## src/rtl/ebox_mbox_pkg.sv

```systemverilog
// Shared types and helpers for the EBOX memory cycle sequencer.
//   cyc_state_t  : sequencer states
//   req_type_t   : memory cycle type decoded from the MCL qualifiers
//   decode_type  : MCL qualifiers -> req_type_t
//   is_wait      : states in which microcode is stalled and the timer runs
package ebox_mbox_pkg;

   localparam int unsigned DEFAULT_TIMEOUT = 255;

   typedef enum logic [2:0] {
      IDLE,
      REQ,
      RDWAIT,
      RPWHOLD,
      WRWAIT
   } cyc_state_t;

   typedef enum logic [1:0] {
      RT_NONE,
      RT_READ,
      RT_WRITE,
      RT_RPW
   } req_type_t;

   // A read with pause+write is a read-pause-write; a write is only legal without a read.
   function automatic req_type_t decode_type(input logic ld_ar, input logic ld_arx,
                                             input logic pause, input logic wr);
      logic rd;
      rd = ld_ar | ld_arx;
      if (rd & pause & wr) return RT_RPW;
      else if (rd)         return RT_READ;
      else if (wr)         return RT_WRITE;
      else                 return RT_NONE;
   endfunction

   function automatic logic is_wait(input cyc_state_t s);
      return (s == REQ) || (s == RDWAIT) || (s == WRWAIT);
   endfunction

endpackage

```

## src/rtl/mbox_cyc_timer.sv

```systemverilog
// Saturating wait-state counter with terminal-count detect.
//   clk, rst : clock, async active-high reset
//   clr      : restart count at 0 (wins over en)
//   en       : count this cycle
//   hit_c    : combinational; this enabled cycle is the MAX-th counted cycle
module mbox_cyc_timer #(
   parameter int unsigned MAX = 255
) (
   input  logic clk,
   input  logic rst,
   input  logic clr,
   input  logic en,
   output logic hit_c
);

   localparam int unsigned W = $clog2(MAX + 1);

   logic [W-1:0] cnt;

   // Count holds at MAX; the owner reacts to hit_c before that is reached.
   always_ff @(posedge clk or posedge rst) begin
      if (rst)                          cnt <= '0;
      else if (clr)                     cnt <= '0;
      else if (en && (cnt != W'(MAX)))  cnt <= cnt + W'(1);
   end

   assign hit_c = en && (cnt == W'(MAX - 1));

endmodule

```

## src/rtl/ebox_mbox_cyc.sv

```systemverilog
// EBOX-side memory cycle sequencer between MCL decode and the MBOX.
//   MCL side : cycReq + qualifiers (loadAR, loadARX, vmaPause, vmaWrite,
//              vmaFetch, vmaUser), vma
//   MBOX side: mboxReq, type bits, mboxAdr out; mboxAck, mboxRdValid, mboxWrDone in
//   Status   : memWait stall, arLoad/arxLoad strobes, rpwHold,
//              sticky nxm/protoErr cleared by errClr
module ebox_mbox_cyc
   import ebox_mbox_pkg::*;
#(
   parameter int unsigned ADDR_W  = 23,
   parameter int unsigned TIMEOUT = DEFAULT_TIMEOUT
) (
   input  logic              clk,
   input  logic              RESET,
   input  logic              cycReq,
   input  logic              loadAR,
   input  logic              loadARX,
   input  logic              vmaPause,
   input  logic              vmaWrite,
   input  logic              vmaFetch,
   input  logic              vmaUser,
   input  logic [ADDR_W-1:0] vma,
   output logic              mboxReq,
   output logic              mboxRead,
   output logic              mboxWrite,
   output logic              mboxRPW,
   output logic              mboxFetch,
   output logic              mboxUser,
   output logic [ADDR_W-1:0] mboxAdr,
   input  logic              mboxAck,
   input  logic              mboxRdValid,
   input  logic              mboxWrDone,
   output logic              memWait,
   output logic              arLoad,
   output logic              arxLoad,
   output logic              rpwHold,
   output logic              nxm,
   output logic              protoErr,
   input  logic              errClr
);

   cyc_state_t state, state_nxt;
   req_type_t  lat_type, cap_type;
   logic       lat_ar, lat_arx;
   logic       capture, go_write, ar_nxt, arx_nxt, proto_set, nxm_set;
   logic       tmr_clr, tmr_en, tmo_c;

   assign cap_type = decode_type(loadAR, loadARX, vmaPause, vmaWrite);

   // Timer restarts on every entry into a waiting state, including REQ->RDWAIT.
   assign tmr_en  = is_wait(state);
   assign tmr_clr = is_wait(state_nxt) && (state_nxt != state);

   mbox_cyc_timer #(.MAX(TIMEOUT)) u_timer (
      .clk   (clk),
      .rst   (RESET),
      .clr   (tmr_clr),
      .en    (tmr_en),
      .hit_c (tmo_c)
   );

   // Next state and one-cycle events; a real completion beats a same-cycle timeout.
   always_comb begin
      state_nxt = state;
      capture   = 1'b0;
      go_write  = 1'b0;
      ar_nxt    = 1'b0;
      arx_nxt   = 1'b0;
      proto_set = 1'b0;
      nxm_set   = 1'b0;
      case (state)
         IDLE: begin
            if (cycReq) begin
               if (cap_type == RT_NONE) begin
                  proto_set = 1'b1;
               end else begin
                  capture   = 1'b1;
                  state_nxt = REQ;
               end
            end
         end
         REQ: begin
            proto_set = cycReq;
            if (mboxAck) begin
               if (mboxRead) begin
                  if (mboxRdValid) begin
                     ar_nxt    = lat_ar;
                     arx_nxt   = lat_arx;
                     state_nxt = (lat_type == RT_RPW) ? RPWHOLD : IDLE;
                  end else begin
                     state_nxt = RDWAIT;
                  end
               end else begin
                  state_nxt = mboxWrDone ? IDLE : WRWAIT;
               end
            end else if (tmo_c) begin
               nxm_set   = 1'b1;
               state_nxt = IDLE;
            end
         end
         RDWAIT: begin
            proto_set = cycReq;
            if (mboxRdValid) begin
               ar_nxt    = lat_ar;
               arx_nxt   = lat_arx;
               state_nxt = (lat_type == RT_RPW) ? RPWHOLD : IDLE;
            end else if (tmo_c) begin
               nxm_set   = 1'b1;
               state_nxt = IDLE;
            end
         end
         RPWHOLD: begin
            if (cycReq) begin
               if (vmaWrite) begin
                  go_write  = 1'b1;
                  state_nxt = REQ;
               end else begin
                  proto_set = 1'b1;
               end
            end
         end
         WRWAIT: begin
            proto_set = cycReq;
            if (mboxWrDone) begin
               state_nxt = IDLE;
            end else if (tmo_c) begin
               nxm_set   = 1'b1;
               state_nxt = IDLE;
            end
         end
         default: state_nxt = IDLE;
      endcase
   end

   // State and all outputs registered together so they change on the same edge.
   always_ff @(posedge clk or posedge RESET) begin
      if (RESET) begin
         state     <= IDLE;
         lat_type  <= RT_NONE;
         lat_ar    <= 1'b0;
         lat_arx   <= 1'b0;
         mboxReq   <= 1'b0;
         mboxRead  <= 1'b0;
         mboxWrite <= 1'b0;
         mboxRPW   <= 1'b0;
         mboxFetch <= 1'b0;
         mboxUser  <= 1'b0;
         mboxAdr   <= '0;
         memWait   <= 1'b0;
         arLoad    <= 1'b0;
         arxLoad   <= 1'b0;
         rpwHold   <= 1'b0;
         nxm       <= 1'b0;
         protoErr  <= 1'b0;
      end else begin
         state    <= state_nxt;
         mboxReq  <= (state_nxt == REQ);
         memWait  <= is_wait(state_nxt);
         rpwHold  <= (state_nxt == RPWHOLD);
         arLoad   <= ar_nxt;
         arxLoad  <= arx_nxt;
         nxm      <= nxm_set   | (nxm & ~errClr);
         protoErr <= proto_set | (protoErr & ~errClr);
         if (capture) begin
            lat_type  <= cap_type;
            lat_ar    <= loadAR;
            lat_arx   <= loadARX;
            mboxRead  <= (cap_type != RT_WRITE);
            mboxWrite <= (cap_type == RT_WRITE);
            mboxRPW   <= (cap_type == RT_RPW);
            mboxFetch <= vmaFetch;
            mboxUser  <= vmaUser;
            mboxAdr   <= vma;
         end else if (go_write) begin
            // Write half of RPW reuses the latched address and RPW bit.
            mboxRead  <= 1'b0;
            mboxWrite <= 1'b1;
         end
      end
   end

endmodule

```

## config.mk

```make
export PLATFORM = sky130hd
export DESIGN_NAME = ebox_mbox_cyc
export DESIGN_NICKNAME = d
export VERILOG_FILES = /design/src/rtl/ebox_mbox_pkg.sv /design/src/rtl/mbox_cyc_timer.sv /design/src/rtl/ebox_mbox_cyc.sv
export SDC_FILE = /design/constraint.sdc
export NUM_CORES = 1
export LEC_CHECK = 0
export CAP_MARGIN = 20
export CORE_MARGIN = 3
export CORE_UTILIZATION = 51
export CTS_CLUSTER_DIAMETER = 30
export DETAILED_ROUTE_END_ITERATION = 12
export PLACE_DENSITY_LB_ADDON = 0.1
export SYNTH_ARGS = -nofsm -noshare
export SYNTH_HDL_FRONTEND = slang
export SYNTH_SLANG_ARGS = --single-unit
```

## constraint.sdc

```tcl
create_clock -name clk -period 4.99 [get_ports clk]
set_input_delay 0.998 -clock clk [delete_from_list [all_inputs] [get_ports clk]]
set_output_delay 0.998 -clock clk [all_outputs]
set_load 0.03 [all_outputs]
```

==> impl_metrics.yaml, run 1 <==
synthesis:
  syn_area_sq_mm: 0.00243
  synth_cell_types: 49
  synth_nets: 310
  yosysWarnings: 0
  postSynthCellCount: 272
  ys_seq_area_share_pct: 51.4
  async_reset_ff_share_pct: 100
  ys.flop_type: "dfrtp_1"
  synth.ff_latch_count: 50
  synth.avg_cell_area_sq_um: 8.94
  synth_edf_count: 0
setup_path:
  reg2reg_setup_slack_ns: 2.38
  crit_fanout: 28
  crit_path_top_delay_cell: "clkdlybuf4s50_1"
  crit_type: "in2reg"
  crit_path_end_kind: "flip-flop"
  crit_path_max_incr_delay_ns: 0.48
  required_ns: 5.16
  startpoint_type: "input pin"
  critPathArrivalTime_ns: 3.10
  crit_chain: "clkdlybuf4s50_1 -> o21ai_2 -> a21oi_4 -> a31oi_2 -> o21a_4 -> clkinv_2 -> xnor2_2 -> o22ai_1"
clocking:
  numCtsBuffers: 5
  cts_htree_levels: 2
  cts.sinks: 50
  cts-hold-fix-buffers: 0
  insertion_delay_ns: 0.32
  clk_pin_slew_ns: 0.10
  cts-root-buf: "clkbuf_8"
  cts_setup_buffers: 0
  cts_tree: "built"
  post_cts_resized: 0
  clockBufferDepth: 2
placed_design:
  dpl.hpwl_um: 4100
  routabilityCongestion: 0.884
  portBuffers: 70
timing:
  fmax_mhz: 341
  skew_ns: 0.0126
  max_slew_margin_pct: 41.6
  finalCritPeriodShare_pct: 58.8
  period_minus_slack_ns: 2.93
  setup_viol: 0
  rsz0062_at_grt: "false"
  worstMarginPinSlew_ns: 0.876
  finalSetupTns_ns: 0
  hold_viol_final: 0
  drv_slew: 0
die:
  initial_core_util_pct: 54.4
  die_height_um: 75.1
  die_x_um: 75.1
  dieArea_sq_mm: 0.00563
  core.rowCount: 24
  fp.coreArea_sq_mm: 0.00447
  ios: 71
finish:
  fin_util_pct: 73.0
  antenna_cells: 0
  drive_above_1_share_pct: 6.47
  syn_to_final_growth_pct: 34.3
  fin_nets: 377
route:
  via_per_inst: 5.50
  dr.first_iter.drc_count: 180
  postRouteWirelength_um: 5840
  ant_nets: 0
  drc: 0
  wl_per_cell_um: 14.9
  num_vias: 2155
  drtPass1Iterations: 4
pwr:
  irDropWorstVdd_mv: 0.342
  pwr_density_cell_mw_per_mm2: 649
  leakage_nw: 1.47
  finalPower_mw: 2.12
hold_path:
  hold_path_class: "reg2reg"
global_route:
  grt_pass1_vias: 2092
  grt_max_degree: 51
  grt_antenna_before_repair: 0
  grt_pass1_wl_um: 9350
  grt_overflow_total: 0
  grt_usage_pct: 21.9
job:
  drv_cap: 0
outcome:
  status: "completed"
[layout by cell type, fill, tap and decap left out, drive strengths merged, types with 4 or more instances in the layout]
cell type,synthesis,routed
nand3,4,4
o21ai,14,14
o31a,4,4
and2,4,4
o22ai,12,12
nor3,7,7
dfrtp,50,50
inv,10,12
nor4,5,5
nor2,13,13
clkdlybuf4s50,0,70
nand2,89,89
clkbuf,4,5
o21a,5,5
[critical path: cells and delay by family]
family	cells	cell delay [ns]
buf+inv	2	0.55
compound gates	5	1.14
xor+xnor	1	0.41
[kinds of logic after synthesis]
group           synth area share, %
simple gates                   26.5
flops                          51.4
fa+ha+maj                      1.03
compound gates                 16.2
buf+inv                        3.81
xor+xnor                       1.03
[worst paths after layout]
path,start,end,cells after the start
worst max-delay path,loadARX,u_timer.cnt[0]$_DFFE_PP0P_,8
worst min-delay path,mboxAdr[0]$_DFFE_PP0P_,mboxAdr[0]$_DFFE_PP0P_,2
worst max register to register,state[1]$_DFF_PP0_,u_timer.cnt[1]$_DFFE_PP0P_,5
worst min register to register,mboxAdr[0]$_DFFE_PP0P_,mboxAdr[0]$_DFFE_PP0P_,2
max in group asynchronous,RESET,u_timer.cnt[0]$_DFFE_PP0P_,3
min in group asynchronous,RESET,mboxUser$_DFFE_PP0P_,2
[through the flow]
stage | cells | area, sq um | worst slack [ns] | hold slack [ns]
after floorplan | 272 | 2430 | 2.65 | 0.430
after global placement | 383 | 3150 | 1.78 | 0.444
after detailed placement | 383 | 3150 | 1.73 | 0.455
after CTS | 391 | 3250 | 2.05 | 0.478
after global routing | 392 | 3270 | 1.89 | 0.496
final | 392 | 3270 | 2.06 | 0.470
[synth_stat cells (all sizes together) (2+ instances only)]
library cell / instances / share of area [%]
inv: 10 / 1.5
or2: 3 / 0.77
o21a: 5 / 1.9
a211oi: 2 / 0.62
and2: 4 / 1.0
o22ai: 12 / 3.1
a21o: 2 / 0.62
dfrtp: 50 / 51
clkbuf: 4 / 0.62
nand4b: 2 / 0.72
nor3: 7 / 1.4
nand3: 4 / 0.82
and3: 2 / 0.51
o21ai: 14 / 3.2
a21oi: 3 / 1.1
nor2: 13 / 2.0
o31a: 4 / 1.4
nand4: 3 / 0.77
or3b: 3 / 1.1
ha: 2 / 1.0
buf: 7 / 1.4
nor4: 5 / 1.3
nand2b: 3 / 0.77
nand2: 89 / 14
[area by class of cell]
cell class / instances / area [sq um]
flip-flops and latches: 50 / 1250
fillers: 358 / 1210
multi-input cells: 200 / 1090
repair buffers: 71 / 721
clock buffers: 5 / 68.8
well taps: 52 / 65.1
inverters: 11 / 42.5
clock inverters: 3 / 28.8
[state kept, by name (all words and copies together), names as in the netlist, 2 cells and up]
signal and count:
mboxAdr 23, u_timer.cnt 8, state 3, lat_type 2
[metal layers]
metal,GRT usage (%),vias up,share of wire (%)
li1,-,1075,-
met1,27.2,1005,42
met2,37.2,64,51
met3,4.41,11,5.1
met4,8.50,0,2.0
met5,0,-,0
[power by group]
| part | internal (mW) | total, mW | switching, mW |
|---|---|---|---|
| clock network | 0.105 | 0.259 | 0.153 |
| logic | 0.457 | 1.13 | 0.676 |
| registers | 0.582 | 0.729 | 0.147 |
| total | 1.14 | 2.12 | 0.976 |
Note: power is estimated with default switching activity, not from simulation.
==> run 2, diff against run 1 <==
--- a/config.mk
+++ b/config.mk
@@ -7,7 +7,7 @@
 export LEC_CHECK = 0
 export CAP_MARGIN = 20
 export CORE_MARGIN = 3
-export CORE_UTILIZATION = 51
+export CORE_UTILIZATION = 43
 export CTS_CLUSTER_DIAMETER = 30
 export DETAILED_ROUTE_END_ITERATION = 12
 export PLACE_DENSITY_LB_ADDON = 0.1
==> constraint.sdc (replaced) <==
create_clock -name clk -period 2.5 [get_ports clk]
set_input_delay 0.5 -clock clk [delete_from_list [all_inputs] [get_ports clk]]
set_output_delay 0.5 -clock clk [all_outputs]
set_load 0.03 [all_outputs]
==> run 2 against run 1 <==
Combinational power up 110%. Hold slack worse by 0.0048 ns. Clock-buffer cell count unchanged. Core utilization down 9.7 points. Flip-flop and latch count unchanged. Worst setup slack worse by 1.8 ns. Register-to-register slack worse by 2.0 ns. Cell area up 2.8%. Clock skew down 0.0045 ns. Sequential power up 99%. Largest cell class unchanged.
==> impl_metrics.yaml, run 2 (synthesis results as in run 1) <==
timing:
  drv_slew: 0
  max_slew_margin_pct: 58.0
  skew_ns: 0.00810
  setup_viol: 0
  fmax_mhz: 456
  worstMarginPinSlew_ns: 0.630
  finalCritPeriodShare_pct: 87.7
  fin_ws_ns: 0.307
  rsz0062_at_grt: "false"
  period_minus_slack_ns: 2.19
  finalSetupTns_ns: 0
  hold_viol_final: 0
placed_design:
  place_worst_setup_slack_ns: 0.0384
  routabilityCongestion: 0.819
  dpl.hpwl_um: 4270
  portBuffers: 70
  dp_cells: 413
route:
  drtPass1Iterations: 4
  wl_per_cell_um: 14.0
  drc: 0
  postRouteWirelength_um: 5880
  via_per_inst: 5.15
  num_vias: 2165
  dr.first_iter.drc_count: 186
  ant_nets: 0
clocking:
  numCtsBuffers: 5
  cts_tree: "built"
  cts.sinks: 50
  clk_pin_slew_ns: 0.09
  cts_setup_buffers: 0
  cts-root-buf: "clkbuf_8"
  post_cts_resized: 0
  insertion_delay_ns: 0.30
  cts-hold-fix-buffers: 0
  cts_htree_levels: 2
  clockBufferDepth: 2
pwr:
  finalPower_mw: 4.26
  irDropWorstVdd_mv: 0.604
  leakage_nw: 1.52
  pwr_density_cell_mw_per_mm2: 1270
global_route:
  grt_usage_pct: 19.4
  grt_pass1_wl_um: 9960
  grt_max_degree: 29
  grt_antenna_before_repair: 0
  grt_overflow_total: 0
  grt_pass1_vias: 2150
setup_path:
  timing.rr.end: "memWait$_DFF_PP0_"
  crit_path_end_kind: "flip-flop"
  required_ns: 2.68
  critical_path.endpoint: "u_timer.cnt[4]$_DFFE_PP0P_"
  startpoint_type: "input pin"
  crit_type: "in2reg"
  crit_fanout: 9
  reg2reg_setup_slack_ns: 0.35
  critPathArrivalTime_ns: 2.37
  timing.rr.start: "u_timer.cnt[0]$_DFFE_PP0P_"
  worstRegToRegCells: 8
  worstSetupStartpoint: "mboxRdValid"
hold_path:
  min_from: "lat_arx$_DFFE_PP0P_"
  hold_path_class: "reg2reg"
finish:
  final-seq-area_sq_mm: 0.00125
  largest_reg_flops: 23
  fin_nets: 388
  nFillCells: 478
  top_register: "mboxAdr"
  syn_to_final_growth_pct: 38.0
  instances_no_fill: 420
  final_cell_mix: "nand2_1 (89), clkdlybuf4s50_1 (70), dfrtp_1 (50)"
  multi_input_area_sq_mm: 0.00109
  drive_above_1_share_pct: 9.14
  layout_commonest_cell: "nand2_1"
  reg_top3: "mboxAdr x23, u_timer.cnt x8, state x3"
  antenna_cells: 0
outcome:
  status: "completed"
die:
  initial_core_util_pct: 45.9
  dieArea_sq_mm: 0.00660
  die_height_um: 81.2
  die_x_um: 81.2
  core.rowCount: 26
  fp.coreArea_sq_mm: 0.00530
  ios: 71
job:
  drv_cap: 0
-- run 2: cell types whose count changed in the layout (fill, tap and decap cells not counted) --
| cell | before | now |
|---|---|---|
| clkinv_2 | 1 | 2 |
| clkinv_4 | 1 | 0 |
| buf_4 | 0 | 11 |
| inv_8 | 1 | 0 |
-- run 2: worst min path at each step --
stage                                         end  slack [ns]  cells past startpoint
after floorplan                lat_ar$_DFFE_PP0P_        0.43                      2
after global routing      mboxAdr[22]$_DFFE_PP0P_        0.50                      2
after CTS                     lat_arx$_DFFE_PP0P_        0.47                      2
final                         lat_arx$_DFFE_PP0P_        0.47                      2
after global placement        lat_arx$_DFFE_PP0P_        0.44                      2
after detailed placement      lat_arx$_DFFE_PP0P_        0.45                      2
-- run 2: area by class of cell --
class                           instances  share of cell area, %
Clock buffer                            5                   2.05
Multi-Input combinational cell        200                   32.4
Clock inverter                          2                  0.410
Tap cell                               70                   2.61
Timing Repair Buffer                   82                   23.9
Inverter                               11                   1.27
Sequential cell                        50                   37.3
-- run 2: metal layers --
layer	track usage, %	vias up	part of all wire [%]
met1	24.8	1017	45
met5	0	-	0
li1	-	1087	-
met2	32.8	53	48
met3	4.43	8	5.6
met4	5.57	0	1.4
-- run 2: power by group --
part | switching (mW) | internal (mW)
sequential | 0.284 | 1.16
combinational | 1.37 | 0.986
clock | 0.271 | 0.194
-- run 2: per-stage QoR --
stage | util [%] | hold slack (ns) | cell area, sq um
after floorplan | - | 0.430 | 2430
after global placement | 61.7 | 0.444 | 3270
after CTS | 63.3 | 0.470 | 3360
after global routing | 63.3 | 0.501 | 3360
after detailed placement | 61.7 | 0.449 | 3270
final | 63.3 | 0.465 | 3360
-- run 2: critical path, cell delays in order --
cell	delay [ns]
clkdlybuf4s50_1	0.53
a21boi_1	0.30
a211oi_1	0.13
nor3_1	0.47
xnor2_2	0.16
buf_4	0.18
o22ai_1	0.08
==> run 3, diff against run 2 <==
--- a/config.mk
+++ b/config.mk
@@ -10,6 +10,7 @@
 export CORE_UTILIZATION = 43
 export CTS_CLUSTER_DIAMETER = 30
 export DETAILED_ROUTE_END_ITERATION = 12
+export GPL_TIMING_DRIVEN = 0
 export PLACE_DENSITY_LB_ADDON = 0.1
 export SYNTH_ARGS = -nofsm -noshare
 export SYNTH_HDL_FRONTEND = slang
==> run 3 against run 2 <==
Clock skew fell by 0.00090 ns. Cell area is 0.41% higher. Power rose by 2.4%. Final cell count unchanged. Sequential share of layout area fell by 0.15 points. Clock power increased by 21%. Die area unchanged. First-iteration DRC count down 5.4%. Critical endpoint is now u_timer.cnt[0]$_DFFE_PP0P_. Largest power group unchanged.
==> impl_metrics.yaml, run 3 (synthesis results as in run 1) <==
finish:
  syn_to_final_growth_pct: 38.5
  layout_commonest_cell: "nand2_1"
  antenna_cells: 0
  fin_nets: 388
  final_cell_mix: "nand2_1 (89), clkdlybuf4s50_1 (70), dfrtp_1 (50)"
  nFillCells: 479
  drive_above_1_share_pct: 8.57
  largest_reg_flops: 23
  final_cell_area_sq_mm: 0.00337
  top_register: "mboxAdr"
  reg_top3: "mboxAdr x23, u_timer.cnt x8, state x3"
clocking:
  cts.sinks: 50
  cts_tree: "built"
  clockBufferDepth: 2
  insertion_delay_ns: 0.29
  cts-hold-fix-buffers: 0
  clk_pin_slew_ns: 0.09
  cts_htree_levels: 2
  cts-root-buf: "clkbuf_8"
  numCtsBuffers: 5
route:
  postRouteWirelength_um: 5790
  dr.first_iter.drc_count: 176
  wl_per_cell_um: 13.8
  wl_met3_um: 345
  ant_nets: 0
  num_vias: 2173
  wl_met1_um: 2650
  drtPass1Iterations: 4
  via_per_inst: 5.17
  top_layer_used: "met3"
  wl_met2_um: 2800
  drc: 0
setup_path:
  crit_chain: "clkdlybuf4s50_1 -> o21ai_2 -> a21oi_4 -> a31oi_2 -> o21a_4 -> clkinv_2 -> xnor2_4 -> o22ai_1"
  crit_path_max_incr_delay_ns: 0.51
  crit_fanout: 10
  startpoint_type: "input pin"
  critPathArrivalTime_ns: 2.46
  crit_path_top_delay_cell: "clkdlybuf4s50_1"
  crit_type: "in2reg"
  crit_path_end_kind: "flip-flop"
  required_ns: 2.66
timing:
  skew_ns: 0.00720
  whs_ns: 0.456
  worstMarginPinSlew_ns: 0.726
  rsz0062_at_grt: "false"
  hold_viol_final: 0
  period_minus_slack_ns: 2.29
  fmax_mhz: 436
  drv_slew: 0
  max_slew_margin_pct: 51.6
  setup_viol: 0
  finalCritPeriodShare_pct: 91.8
placed_design:
  routabilityCongestion: 0.888
  placed_area_sq_mm: 0.00324
  portBuffers: 70
  dpl.hpwl_um: 4300
die:
  initial_core_util_pct: 45.9
  dieArea_sq_mm: 0.00660
  fp.coreArea_sq_mm: 0.00530
  die_height_um: 81.2
  ios: 71
  die_x_um: 81.2
  core.rowCount: 26
global_route:
  grt_antenna_before_repair: 0
  grt_usage_pct: 18.7
  grt_pass1_wl_um: 9650
  grt_max_degree: 40
  grt_pass1_vias: 2081
  grt_overflow_total: 0
pwr:
  pwr_density_cell_mw_per_mm2: 1300
  leakage_nw: 1.52
  irDropWorstVdd_mv: 0.595
hold_path:
  hold_path_class: "in2async"
job:
  drv_cap: 0
outcome:
  status: "completed"
-- run 3: changes by cell type in the layout (fill, tap and decap cells not counted), sizes merged --
cell    delta
clkbuf     +4
buf        -4
inv        -1
bufinv     +1
-- run 3: area by class of cell --
type / count / area [sq um] / share of cell area [%]
sequential: 50 / 1250 / 37.1
multi-input combinational: 200 / 1110 / 32.9
timing repair buffer: 71 / 721 / 21.4
tap: 70 / 87.6 / 2.60
clock buffer: 5 / 68.8 / 2.04
buffer: 11 / 50.0 / 1.49
inverter: 11 / 42.5 / 1.26
clock inverter: 2 / 38.8 / 1.15
-- run 3: per-stage QoR --
stage	worst slack [ns]	util [%]	setup TNS, ns	power (mW)	std cells
3_5_place_dp	-0.220	61.1	-1.63	3.79	413
4_1_cts	0.0822	63.1	0	4.37	420
5_1_grt	0.0309	63.5	0	4.72	420
6_report	0.205	63.5	0	4.37	420
2_1_floorplan	0.601	-	0	2.93	272
3_3_place_gp	-0.224	60.7	-12.64	3.75	412
-- run 3: repair_timing --
| item | 4_1_cts | 5_1_grt |
|---|---|---|
| resized for setup | 0 | 3 |
| setup buffers | 0 | 0 |
| setup endpoints to repair | 0 | 9 |
-- run 3: where the power goes --
part	switching, mW	leakage, nW	internal (mW)
clock network	0.267	0.0542	0.295
logic	1.44	0.834	0.982
registers	0.219	0.629	1.16
total	1.93	1.52	2.44
-- run 3: final timing paths --
path                       depth (start not counted)                       start  slack, ns                          to
max                                                8                     loadARX       0.21  u_timer.cnt[0]$_DFFE_PP0P_
min                                                2                       RESET       0.46           memWait$_DFF_PP0_
max reg2reg                                        7  u_timer.cnt[0]$_DFFE_PP0P_       0.30  u_timer.cnt[0]$_DFFE_PP0P_
min reg2reg                                        2         lat_arx$_DFFE_PP0P_       0.47         lat_arx$_DFFE_PP0P_
max in group asynchronous                          3                       RESET       1.56     lat_type[0]$_DFFE_PP0P_
min in group clk                                   2         lat_arx$_DFFE_PP0P_       0.47         lat_arx$_DFFE_PP0P_
-- run 3: critical path, delay by kind of cell --
kind	cells	cell delay (ns)
AO/OA/AOI/OAI	5	1.04
buffers and inverters	2	0.60
XOR/XNOR	1	0.31
-- run 3: per-layer routing --
metal	GRT usage, %	vias up
met3	4.32	0
li1	-	1091
met1	24.6	1021
met5	0	-
met4	4.22	0
met2	31.2	61
==> RTL edit 1 (config.mk and constraints of run 1) <==
`DEFAULT_TIMEOUT`: 255 -> 510.
--- a/src/rtl/ebox_mbox_pkg.sv
+++ b/src/rtl/ebox_mbox_pkg.sv
@@ -7,3 +7,3 @@
 
-   localparam int unsigned DEFAULT_TIMEOUT = 255;
+   localparam int unsigned DEFAULT_TIMEOUT = 510;
 
Formal check against the unedited RTL: no difference found for any inputs over 10 cycles, from zero or initial values and one cycle with RESET high; that may be too few to reach the edited logic, so the function may still have changed.
==> RTL edit 1 against run 1 <==
Sequential power rose by 7.4%. Worst hold slack improved by 9.4 ps. Synthesized area rose by 7.8%. Sequential cell count rose by 1. Cell area rose by 6.2%. Count of clock-buffer cells in the layout rose by 1. Routed wire length fell by 1.6%. Worst setup slack improved by 110 ps. Maximum frequency rose by 4.0%. Non-clock buffer count rose by 1. Power rose by 7.5%. Largest power group unchanged. Highest routed layer unchanged.
==> RTL edit 1: results <==
[logic_synthesis]
synth_mux_area_share_pct = 11.6
synth_compound_gate_area_share_pct = 17.5
synthDistinctLibCells = 53
yosys-top-cells-area = "sky130_fd_sc_hd__dfrtp_1 (49%), sky130_fd_sc_hd__mux2_1 (8.6%), sky130_fd_sc_hd__mux2_2 (3.0%), sky130_fd_sc_hd__o21ai_0 (2.7%), sky130_fd_sc_hd__o22ai_1 (2.6%)"
yosys.area_share.adder_pct = 1.43
syn_nets = 267
netlist_top_cells_count = "sky130_fd_sc_hd__dfrtp_1 (51), sky130_fd_sc_hd__mux2_1 (20), sky130_fd_sc_hd__nor2_1 (16), sky130_fd_sc_hd__o21ai_0 (14), sky130_fd_sc_hd__o22ai_1 (11)"
synth-seq-area-share_pct = 48.7
synth_xor_area_share_pct = 2.10
synth-warning-count = 0

[setup_path]
worst_setup_path_startpoint = "vmaWrite"
worst_r2r_endpoint = "u_timer.cnt[5]$_DFFE_PP0P_"
critPathMaxFanout = 10
rr_startpoint = "state[0]$_DFF_PP0_"
timing.critical_path.arrival_ps = 2990
rrSetupSlack_ps = 2580

[drt]
dr_wl_met3_um = 254
route.met2.wl_um = 2890
drt-vias-per-instance = 5.55
drt_first_iter_violations = 133
finalWirelength_um = 5750
wl_met1_um = 2520
top_layer_used = "met4"

[finish]
num-nets-final = 336
filler_instances = 364
biggest_regs = "mboxAdr x23, u_timer.cnt x9, state x3"
post_route_cells_drive_above_1_share_pct = 12.4

[cts]
cts_root_buffer = "sky130_fd_sc_hd__clkbuf_8"
htree_levels = 2
cts_inserted_buffers = 5
cts.reportedPaths.clkPinSlew_ps = 90
clock_insertion_delay_worst_skew_ps = 300

[sta]
fin_skew_ps = 5.16
tightest_slew_ps = 908

[pwr]
pg_comb_w = 0.00126
leakagePower_nw = 1.38
vdd.ir_drop.worst_mv = 0.397
switching_power_w = 0.000998

[place]
gp_congestion = 0.854
place_hpwl_um = 4150
count_of_buffers_inserted_at_the_top_level_ports = 70

[global_routing]
grt_pass1_wl_um = 9650
grt_start_max_net_pins = 52
grt_pass1_vias = 2017
groute.usage.overall_pct = 19.8
initial_antenna_violation_count = 0

[worst_hold_path]
holdCritStartpoint = "lat_ar$_DFFE_PP0P_"
hold_path_class = "flop to flop"
hold_critical_path_depth = 1

[run_status]
status = "finished, final reports clean"
RTL edit 1: worst min path at each step:
stage                                  end
after global routing      arLoad$_DFF_PP0_
final                     arLoad$_DFF_PP0_
after floorplan           arLoad$_DFF_PP0_
after global placement    arLoad$_DFF_PP0_
after CTS                 arLoad$_DFF_PP0_
after detailed placement  arLoad$_DFF_PP0_
RTL edit 1: kinds of logic after synthesis:
kind of cell | after synthesis
mux | 27
buf+inv | 21
flops | 51
simple gates | 62
fa+ha+maj | 3
xor+xnor | 2
compound gates | 62
RTL edit 1: cell type report:
cell class	count	share of cell area [%]
flip-flops and latches	51	36.8
clock buffers	6	2.09
multi-input cells	156	35.4
inverters	11	1.19
clock inverters	2	0.505
well taps	67	2.42
repair buffers	72	21.6
RTL edit 1: per-stage QoR:
stage | setup slack [ps] | hold WS [ps] | power, W | instance area (um2) | instances
2_1_floorplan | 2660 | 447 | 0.00163 | 2620 | 228
3_3_place_gp | 1620 | 455 | 0.00200 | 3330 | 355
3_5_place_dp | 1580 | 462 | 0.00204 | 3330 | 355
4_1_cts | 1890 | 484 | 0.00228 | 3420 | 363
5_1_grt | 2030 | 515 | 0.00243 | 3470 | 365
6_report | 2170 | 480 | 0.00228 | 3470 | 365
RTL edit 1: per-layer routing:
layer	track usage, %	up-vias
met4	5.16	0
met5	0	-
met1	25.5	979
met3	4.76	8
met2	33.6	56
li1	-	983
RTL edit 1: worst max-delay path, stage by stage:
cell and delay [ps]:
sky130_fd_sc_hd__clkdlybuf4s50_1 500, sky130_fd_sc_hd__or3_4 440, sky130_fd_sc_hd__a32oi_1 240, sky130_fd_sc_hd__and3_2 270, sky130_fd_sc_hd__inv_2 70, sky130_fd_sc_hd__xnor2_4 330
sky130_fd_sc_hd__o22ai_1 140
==> RTL edit 2 (flow settings as in run 1) <==
Made on the original files. The 4 values of `req_type_t` get a one-hot encoding in 4 bits.
--- a/src/rtl/ebox_mbox_pkg.sv
+++ b/src/rtl/ebox_mbox_pkg.sv
@@ -17,7 +17,7 @@
 
-   typedef enum logic [1:0] {
-      RT_NONE,
-      RT_READ,
-      RT_WRITE,
-      RT_RPW
+   typedef enum logic [3:0] {
+      RT_NONE  = 4'b0001,
+      RT_READ  = 4'b0010,
+      RT_WRITE = 4'b0100,
+      RT_RPW   = 4'b1000
    } req_type_t;
Behaviour: no difference found for any inputs over 10 cycles, from zero or initial values and one cycle with RESET high; not proved beyond that.
==> RTL edit 2 against run 1 <==
Die area grew 2.4%. Clock power shrank 7%. Non-clock buffer count is the same. Synthesized area grew 2.6%. Power shrank 2.2%. Cell count shrank 12%. Critical path type unchanged. Synthesized cell count shrank 23%. Routed wire length shrank 10%. Worst setup slack gained 36 ps. Sequential cell count grew 2. Sequential share of layout area grew 0.81 points. Cell area grew 2.0%.
==> RTL edit 2: results <==
[cts]
clock_insertion_delay_worst_skew_ps = 310
cts_root_buffer = "sky130_fd_sc_hd__clkbuf_8"
post_cts.resized_instances = 0
cts.reportedPaths.clkPinSlew_ps = 100
postCtsSetupBuffers = 0
cts_inserted_buffers = 5
htree_levels = 2
largest_buffer_count_on_any_clock_path = 2

[setup_path]
timing.critical_path.slowest_cell_delay_ps = 590
worst_path_slowest_cell = "sky130_fd_sc_hd__nor2_4"
rr_startpoint = "state[0]$_DFF_PP0_"
worst_setup_path_startpoint = "cycReq"
critPathMaxFanout = 27

[sta]
fin_skew_ps = 12.4
worst_slew_slack_as_a_fraction_of_its_limit_pct = 50.2

[pwr]
leakagePower_nw = 1.34
vdd.ir_drop.worst_mv = 0.319
switching_power_w = 0.000873

[drt]
drc = 0
dr.pass1.iters = 4
drt-vias-per-instance = 5.39
finalWirelength_um = 5260
drt_first_iter_violations = 149

[place]
place.detailed.instances = 336
count_of_buffers_inserted_at_the_top_level_ports = 70
postPlaceCellArea_mm2 = 0.00322
gp_congestion = 0.784
place_hpwl_um = 3790

[logic_synthesis]
postSynth.asyncResetShare_pct = 100
syn_nets = 247
yosys-top-cells-area = "sky130_fd_sc_hd__dfrtp_1 (51%), sky130_fd_sc_hd__mux2_2 (11%), sky130_fd_sc_hd__inv_1 (2.0%), sky130_fd_sc_hd__nor2_1 (1.8%), sky130_fd_sc_hd__xnor2_1 (1.8%)"
synth-seq-area-share_pct = 52.2
synth-warning-count = 0
netlist_top_cells_count = "sky130_fd_sc_hd__dfrtp_1 (51), sky130_fd_sc_hd__mux2_2 (24), sky130_fd_sc_hd__inv_1 (13), sky130_fd_sc_hd__nor2_1 (12)"
synthDistinctLibCells = 53
yosys_top_cell_area_share_pct = 51.2
syn-mean-instance-area_um2 = 11.9

[global_routing]
grt_start_max_net_pins = 53
initial_antenna_violation_count = 0
grt_pass1_vias = 1846
groute.usage.overall_pct = 19.4
grt_pass1_wl_um = 9080

[worst_hold_path]
hold_path_class = "flop to flop"
holdCritStartpoint = "lat_arx$_DFFE_PP0P_"

[finish]
biggest_regs = "mboxAdr x23, u_timer.cnt x8, lat_type x4"
finish.cell_count_without_fillers = 345
filler_instances = 344
antennaDiodeCount = 0
num-nets-final = 317
post_route_cells_drive_above_1_share_pct = 18.2

[run_status]
status = "finished, final reports clean"
-- RTL edit 2: cell count changes in the layout (fill, tap and decap cells not counted), sizes merged, moves of 4 or more --
cell,delta
nand2,-82
a32oi,+4
nand3,+4
o21a,-5
xnor2,+4
a31oi,+4
mux2,+27
o22ai,-10
o21ai,-6
-- RTL edit 2: layout make-up --
class | instances | area, um2 | share of cell area [%]
Multi-Input combinational cell | 135 | 1080 | 32.4
Inverter | 14 | 57.6 | 1.73
Clock inverter | 2 | 16.3 | 0.489
Sequential cell | 52 | 1300 | 39.1
Tap cell | 65 | 81.3 | 2.44
Timing Repair Buffer | 71 | 721 | 21.6
Clock buffer | 6 | 72.6 | 2.18
-- RTL edit 2: worst paths after layout --
| kind | endpoint | slack, ps | cells past startpoint |
|---|---|---|---|
| min in group asynchronous | mboxAdr[22]$_DFFE_PP0P_ | 910 | 2 |
| min reg2reg | arxLoad$_DFF_PP0_ | 490 | 1 |
| min | arxLoad$_DFF_PP0_ | 490 | 1 |
| max reg2reg | mboxAdr[3]$_DFFE_PP0P_ | 2620 | 3 |
| max in group asynchronous | lat_type[0]$_DFFE_PP1P_ | 3530 | 3 |
| max | mboxAdr[3]$_DFFE_PP0P_ | 2090 | 4 |
-- RTL edit 2: power groups by stage --
stage / clock network, W / logic (W) / registers (W)
2_1_floorplan: 0 / 0.000515 / 0.000951
3_3_place_gp: 0 / 0.00111 / 0.000721
3_5_place_dp: 0 / 0.00112 / 0.000725
4_1_cts: 0.000248 / 0.00112 / 0.000718
5_1_grt: 0.000270 / 0.00119 / 0.000746
6_report: 0.000242 / 0.00111 / 0.000718
-- RTL edit 2: layer usage --
layer,part of all wire [%],vias up,global-route usage (%)
met4,2.1,0,7.97
met5,0,-,0
met1,45,883,25.4
met2,47,65,30.9
met3,6.3,11,4.98
li1,-,900,-
-- RTL edit 2: cell families after synthesis --
logic type / share of synthesized area, %
simple gates: 15.8
flops: 52.2
compound gates: 12.1
mux: 12.2
buf+inv: 4.56
xor+xnor: 2.11
fa+ha+maj: 1.00
-- RTL edit 2: critical path: cells and delay by family --
kind	cells	cell delay (ps)
buf+inv	1	540
mux	1	420
simple gates	2	1120
-- RTL edit 2: through the flow --
step	hold slack [ps]	total power, W	setup WS (ps)
2_1_floorplan	449	0.00147	2490
3_3_place_gp	464	0.00183	1790
3_5_place_dp	476	0.00184	1760
4_1_cts	502	0.00209	2090
5_1_grt	518	0.00221	2000
6_report	495	0.00207	2090
